## src/rtl/zrl_src_arbiter_if.sv

```systemverilog
// Bundles the per-source request streams and the encoder input handshake of zrl_src_arbiter.
// master is the arbiter side; slave is the sources-plus-encoder side.
interface zrl_src_arbiter_if #(
  parameter int unsigned N_SRC = 4,
  parameter int unsigned DW    = 64
);
  logic [N_SRC*DW-1:0] req_data_i;
  logic [N_SRC-1:0]    req_valid_i;
  logic [N_SRC-1:0]    req_sop_i;
  logic [N_SRC-1:0]    req_eop_i;
  logic [N_SRC-1:0]    req_ready_o;
  logic [DW-1:0]       enc_data_o;
  logic                enc_valid_o;
  logic                enc_sop_o;
  logic                enc_eop_o;
  logic                enc_ready_i;

  modport master (
    input  req_data_i, req_valid_i, req_sop_i, req_eop_i, enc_ready_i,
    output req_ready_o, enc_data_o, enc_valid_o, enc_sop_o, enc_eop_o
  );

  modport slave (
    output req_data_i, req_valid_i, req_sop_i, req_eop_i, enc_ready_i,
    input  req_ready_o, enc_data_o, enc_valid_o, enc_sop_o, enc_eop_o
  );
endinterface

```

## src/rtl/zrl_src_arbiter.sv

```systemverilog
// Packet-granular round-robin arbiter sharing one ZRL encoder among N_SRC streams, with a
// source-ID tag aligned to the encoder's one-cycle registered output.
module zrl_src_arbiter #(
  parameter int unsigned N_SRC = 4,
  parameter int unsigned SRC_W = 2,
  parameter int unsigned DW    = 64
) (
  input  logic               clk,
  input  logic               rst_n,
  zrl_src_arbiter_if.master  bus,
  output logic [N_SRC-1:0]   grant_o,
  output logic               busy_o,
  output logic [SRC_W-1:0]   src_id_o,
  output logic               src_valid_o,
  output logic               err_sop_o
);

  typedef enum logic [0:0] {StIdle, StLock} state_e;

  state_e           r_state, w_state_d;
  logic [SRC_W-1:0] r_owner, w_owner_d;
  logic [SRC_W-1:0] r_rr_ptr, w_rr_ptr_d;
  logic [SRC_W-1:0] r_src_id, w_src_id_d;
  logic             r_src_valid, w_src_valid_d;
  logic             r_err_sop, w_err_sop_d;
  // Set once the first beat of the locked packet has been accepted.
  logic             r_mid, w_mid_d;

  logic [N_SRC-1:0] w_elig;
  logic             w_found;
  logic [SRC_W-1:0] w_winner;
  logic             w_own_valid, w_own_sop, w_own_eop;
  logic [DW-1:0]    w_own_data;
  logic             w_lock;
  logic             w_xfer;

  assign w_elig = bus.req_valid_i & bus.req_sop_i;
  assign w_lock = (r_state == StLock);

  // Rotating search from rr_ptr+1; first eligible source wins.
  always_comb begin
    int unsigned w_idx;
    w_found  = 1'b0;
    w_winner = '0;
    w_idx    = 0;
    for (int unsigned off = 1; off <= N_SRC; off++) begin
      w_idx = (32'(r_rr_ptr) + off) % N_SRC;
      for (int unsigned k = 0; k < N_SRC; k++) begin
        if (!w_found && (k == w_idx) && w_elig[k]) begin
          w_found  = 1'b1;
          w_winner = SRC_W'(k);
        end
      end
    end
  end

  always_comb begin
    w_own_valid = 1'b0;
    w_own_sop   = 1'b0;
    w_own_eop   = 1'b0;
    w_own_data  = '0;
    for (int unsigned k = 0; k < N_SRC; k++) begin
      if (r_owner == SRC_W'(k)) begin
        w_own_valid = bus.req_valid_i[k];
        w_own_sop   = bus.req_sop_i[k];
        w_own_eop   = bus.req_eop_i[k];
        w_own_data  = bus.req_data_i[k*DW +: DW];
      end
    end
  end

  assign w_xfer = w_lock & w_own_valid & bus.enc_ready_i;

  always_comb begin
    bus.enc_data_o  = '0;
    bus.enc_valid_o = 1'b0;
    bus.enc_sop_o   = 1'b0;
    bus.enc_eop_o   = 1'b0;
    bus.req_ready_o = '0;
    grant_o         = '0;
    if (w_lock) begin
      bus.enc_data_o  = w_own_data;
      bus.enc_valid_o = w_own_valid;
      bus.enc_sop_o   = w_own_sop;
      bus.enc_eop_o   = w_own_eop;
      for (int unsigned k = 0; k < N_SRC; k++) begin
        if (r_owner == SRC_W'(k)) begin
          bus.req_ready_o[k] = bus.enc_ready_i;
          grant_o[k]         = 1'b1;
        end
      end
    end
  end

  always_comb begin
    w_state_d     = r_state;
    w_owner_d     = r_owner;
    w_rr_ptr_d    = r_rr_ptr;
    w_mid_d       = r_mid;
    w_src_id_d    = r_src_id;
    w_src_valid_d = 1'b0;
    w_err_sop_d   = 1'b0;
    case (r_state)
      StIdle: begin
        w_mid_d = 1'b0;
        if (w_found) begin
          w_owner_d = w_winner;
          w_state_d = StLock;
        end
      end
      StLock: begin
        if (w_xfer) begin
          w_src_id_d    = r_owner;
          w_src_valid_d = 1'b1;
          // A sop after the first beat is forwarded as-is but flagged.
          w_err_sop_d   = w_own_sop & r_mid;
          if (w_own_eop) begin
            w_rr_ptr_d = r_owner;
            w_state_d  = StIdle;
            w_mid_d    = 1'b0;
          end else begin
            w_mid_d = 1'b1;
          end
        end
      end
      default: w_state_d = StIdle;
    endcase
  end

  always_ff @(posedge clk or negedge rst_n) begin
    if (!rst_n) begin
      r_state     <= StIdle;
      r_owner     <= '0;
      r_rr_ptr    <= SRC_W'(N_SRC - 1);
      r_src_id    <= '0;
      r_src_valid <= 1'b0;
      r_err_sop   <= 1'b0;
      r_mid       <= 1'b0;
    end else begin
      r_state     <= w_state_d;
      r_owner     <= w_owner_d;
      r_rr_ptr    <= w_rr_ptr_d;
      r_src_id    <= w_src_id_d;
      r_src_valid <= w_src_valid_d;
      r_err_sop   <= w_err_sop_d;
      r_mid       <= w_mid_d;
    end
  end

  assign busy_o      = w_lock;
  assign src_id_o    = r_src_id;
  assign src_valid_o = r_src_valid;
  assign err_sop_o   = r_err_sop;

endmodule

```

## src/flat_wrapper.sv

```systemverilog
// flat-port wrapper written by rule: the top's interface ports become plain ports
module zrl_src_arbiter_flat 
#(
  parameter int unsigned N_SRC = 4,
  parameter int unsigned SRC_W = 2,
  parameter int unsigned DW    = 64
)
  (clk, rst_n, grant_o, busy_o, src_id_o, src_valid_o, err_sop_o, bus_req_data_i, bus_req_valid_i, bus_req_sop_i, bus_req_eop_i, bus_enc_ready_i, bus_req_ready_o, bus_enc_data_o, bus_enc_valid_o, bus_enc_sop_o, bus_enc_eop_o);
  zrl_src_arbiter_if #(.N_SRC(N_SRC), .DW(DW)) bus_i ();
  input  logic clk;
  input  logic rst_n;
  output logic [N_SRC-1:0] grant_o;
  output logic busy_o;
  output logic [SRC_W-1:0] src_id_o;
  output logic src_valid_o;
  output logic err_sop_o;
  input wire logic [$bits(bus_i.req_data_i)-1:0] bus_req_data_i;
  input wire logic [$bits(bus_i.req_valid_i)-1:0] bus_req_valid_i;
  input wire logic [$bits(bus_i.req_sop_i)-1:0] bus_req_sop_i;
  input wire logic [$bits(bus_i.req_eop_i)-1:0] bus_req_eop_i;
  input wire logic [$bits(bus_i.enc_ready_i)-1:0] bus_enc_ready_i;
  output wire logic [$bits(bus_i.req_ready_o)-1:0] bus_req_ready_o;
  output wire logic [$bits(bus_i.enc_data_o)-1:0] bus_enc_data_o;
  output wire logic [$bits(bus_i.enc_valid_o)-1:0] bus_enc_valid_o;
  output wire logic [$bits(bus_i.enc_sop_o)-1:0] bus_enc_sop_o;
  output wire logic [$bits(bus_i.enc_eop_o)-1:0] bus_enc_eop_o;
  assign bus_i.req_data_i = bus_req_data_i;
  assign bus_i.req_valid_i = bus_req_valid_i;
  assign bus_i.req_sop_i = bus_req_sop_i;
  assign bus_i.req_eop_i = bus_req_eop_i;
  assign bus_i.enc_ready_i = bus_enc_ready_i;
  assign bus_req_ready_o = bus_i.req_ready_o;
  assign bus_enc_data_o = bus_i.enc_data_o;
  assign bus_enc_valid_o = bus_i.enc_valid_o;
  assign bus_enc_sop_o = bus_i.enc_sop_o;
  assign bus_enc_eop_o = bus_i.enc_eop_o;
  zrl_src_arbiter #(.N_SRC(N_SRC), .SRC_W(SRC_W), .DW(DW)) u_core (.clk(clk), .rst_n(rst_n), .bus(bus_i), .grant_o(grant_o), .busy_o(busy_o), .src_id_o(src_id_o), .src_valid_o(src_valid_o), .err_sop_o(err_sop_o));
endmodule
```

## config.mk

```make
export PLATFORM = sky130hd
export DESIGN_NAME = zrl_src_arbiter_flat
export DESIGN_NICKNAME = d
export VERILOG_FILES = /design/src/rtl/zrl_src_arbiter_if.sv /design/src/rtl/zrl_src_arbiter.sv /design/src/flat_wrapper.sv
export SDC_FILE = /design/constraint.sdc
export NUM_CORES = 1
export LEC_CHECK = 0
export BUFFER_PORTS_ARGS = -buffer_cell sky130_fd_sc_hd__buf_4
export CAP_MARGIN = 20
export CORE_AREA = 4 4 133 135
export CTS_BUF_LIST = sky130_fd_sc_hd__clkbuf_4 sky130_fd_sc_hd__clkbuf_8
export DETAILED_ROUTE_END_ITERATION = 10
export DIE_AREA = 0 0 137 139
export HOLD_SLACK_MARGIN = 0.12
export SETUP_SLACK_MARGIN = 0.5
export SLEW_MARGIN = 15
export SYNTH_ARGS = -nofsm -noshare
export SYNTH_HDL_FRONTEND = slang
export SYNTH_SLANG_ARGS = --single-unit
```

## constraint.sdc

```tcl
create_clock -name clk -period 4.8 [get_ports clk]
set_input_delay 0.96 -clock clk [delete_from_list [all_inputs] [get_ports clk]]
set_output_delay 0.96 -clock clk [all_outputs]
set_load 0.005 [all_outputs]
```

==> metrics.txt <==
htree depth=1; setup violators final=0; most common cell after layout, fill and taps aside=buf_4; Clock Skew=between 3 and 4 ps; I/O pins=351; Die X=between 100 and 150 um; total core area=0.0165 mm2; CP bufs+invs=2; Die H=139 um; synthesized area=0.00263 mm2; Synth Area in Simple Gates=0.215; worst skew pair latency=240 ps; number of synthesized flops with an enable pin=0; hold buffer count at cts=0; Hold Startpoint=u_core.src_id_o[1]$_DFFE_PN0P_; Synth Area per Inst=about 12 um2; worst setup margin=between 1000 and 1500 ps; Final Max Slew Viols=0; Resize count post-CTS=0; CP Max Fanout=48; yosys warns=0; layout cell share with drive strength beyond 1=0.784; element type at the critical path end=output port; Post-DP HPWL=13,300 um; RSZ-0062 raised after global routing=false; critical path's largest stage delay=940 ps; DRC Markers=0; Via Count=3,413; port buffer count=350; Critical Path Stages=4; critical path required time=3840 ps; CP Cell Sequence=buf_12 > mux4_2 > and2_1 > buf_4; Reg-to-Reg Start=u_core.r_owner[1]$_DFFE_PN0P_; post-route ant nets=0; multiplexer share of the synthesized area=0.599; total CTS buffers=3; Post-Place Setup Slack=~1500 ps; Clock Tree Root=clkbuf_8; clk buf depth=2; layout net count=about 820; Synth Area in Compound Gates=0.0333; largest net degree at the start of global routing=79; max capacitance violation total=0; reg2reg setup slack=2310 ps; CP max stage cell=dfrtp_4; type of the worst setup path=reg -> out; commonest non-fill, non-tap cells in the layout=350 x buf_4, 67 x mux4_2, 67 x and2_1; starting density of the core=0.160; Worst Hold Class=reg -> reg; Synth cell types=31; xor/xnor share of the synthesized area=0; Fin. Hold Viols=0; first-pass GRT wire length=21,400 um; asr flop ratio synth=1.00; drt wl/cell=between 20 and 25 um; initial antenna violation count=1; Leak=0.00257 uW; crit path from=u_core.r_owner[0]$_DFFE_PN0P_; Total GRT Usage=0.147; CTS tree=built; cell depth of the worst flop-to-flop path=4; sequential share of the synthesized area=0.0960; drt via density=4.44; Reg2Reg Capture Point=u_core.r_rr_ptr[1]$_DFFE_PN1P_; Peak supply drop=205 uV; number of global-route vias before repair=3,709; fraction of the mapped netlist area in adder cells=0; crit path DAT=2430 ps; pwr dens=470 mW/mm2; Remaining Overflow, GRT=0; Clock Sinks=10; Initial DRT Pass Iterations=4; Final TNS setup=0 ps; register bit total from synthesis=10; status=completed; # fillers=1,690; fin crit share=0.707; main combinational cell family by area after synthesis=multiplexers; Die ar.=between 0.015 and 0.02 mm2; syn_nets=490; crit path time final=~3400 ps; Min-Delay Endpoint=u_core.src_id_o[1]$_DFFE_PN0P_; gpl congestion=0.949; Setup Buffers After CTS=0; FMAX=295 MHz; Worst Hold Depth=2; main flop type after synthesis=dfrtp_1; Worst slew margin=0.306; Reg clk slew, reported paths=50 ps; DR iter-0 viols=101; crit path launch type=flip-flop; # rows=47; Post-Syn Instances=roughly 220; CP delay by family, top=flip-flops; WL final=15,400 um; Worst-Margin Slew=1040 ps; Layout area overhead=108%
-- flip-flops by register name, indices dropped and copies added (netlist names) --
signal and flops:
u_core.r_owner 2, u_core.r_rr_ptr 2, u_core.src_id_o 2, u_core.busy_o 1, u_core.err_sop_o 1, u_core.r_mid 1
u_core.src_valid_o 1
-- metal layers --
metal / part of all wire / track usage
met2: 0.51 / 0.266
met5: 0 / 0
met1: 0.35 / 0.168
met3: 0.11 / 0.0348
met4: 0.031 / 0.0488
-- worst max-delay path by stage --
stage                             end  slack, ps
floorplan               bus_enc_eop_o       2220
global placement    bus_enc_data_o[0]       1560
detailed placement  bus_enc_data_o[0]       1520
finish              bus_enc_data_o[0]       1410
global route        bus_enc_data_o[0]       1190
CTS                 bus_enc_data_o[0]       1260
-- worst register-to-register path, stage by stage (launching register included) --
cell and delay, ps:
dfrtp_4 1090, mux4_2 380, nor2b_1 450, nand2_2 140, mux2_1 350
-- power breakdown --
part | total [uW] | switching, uW | internal [uW]
Sequential | 440 | 309 | 131
Combinational | 2040 | 624 | 1410
Clock | 96.0 | 32.3 | 63.7
-- metrics by stage --
step | hold slack [ps] | utilization | total power, uW | area [um2] | instances
after floorplan | 477 | - | 1480 | 2630 | 219
after global placement | 493 | 0.329 | 2490 | 5420 | 763
after detailed placement | 510 | 0.329 | 2520 | 5420 | 763
after CTS | 524 | 0.332 | 2620 | 5470 | 767
after global routing | 535 | 0.332 | 2780 | 5470 | 768
final | 522 | 0.332 | 2570 | 5470 | 768
-- synth_stat cells, types with 2 or more instances --
master	number	area, um2
o31ai_1	2	15.0
dfstp_2	2	52.6
nor3_1	2	10.0
nor2_1	6	22.5
and2_1	67	419
nand2_1	9	33.8
and3_1	2	12.5
buf_2	9	45.0
o32a_1	2	20.0
mux2i_1	3	30.0
dfrtp_1	8	200
o21ai_0	2	10.0
clkbuf_1	13	48.8
buf_6	4	45.0
mux2_1	2	22.5
mux4_2	67	1510
nor3b_1	3	22.5
nand3_1	3	15.0
-- cells by family after synthesis --
group,after synthesis
AOI/OAI and AO/OA,12
buffers and inverters,28
DFF,10
muxes,73
and+or+nand+nor,96
-- area by class of cell --
class,instances,area (um2),share of cell area
Timing Repair Buffer,351,2650,0.484
Multi-Input combinational cell,181,2230,0.408
Tap cell,220,275,0.0503
Sequential cell,10,264,0.0483
Clock buffer,4,48.8,0.00892
Inverter,1,3.75,0.000686
Antenna cell,1,2.50,0.000457
(Power assumes the default switching activity.)
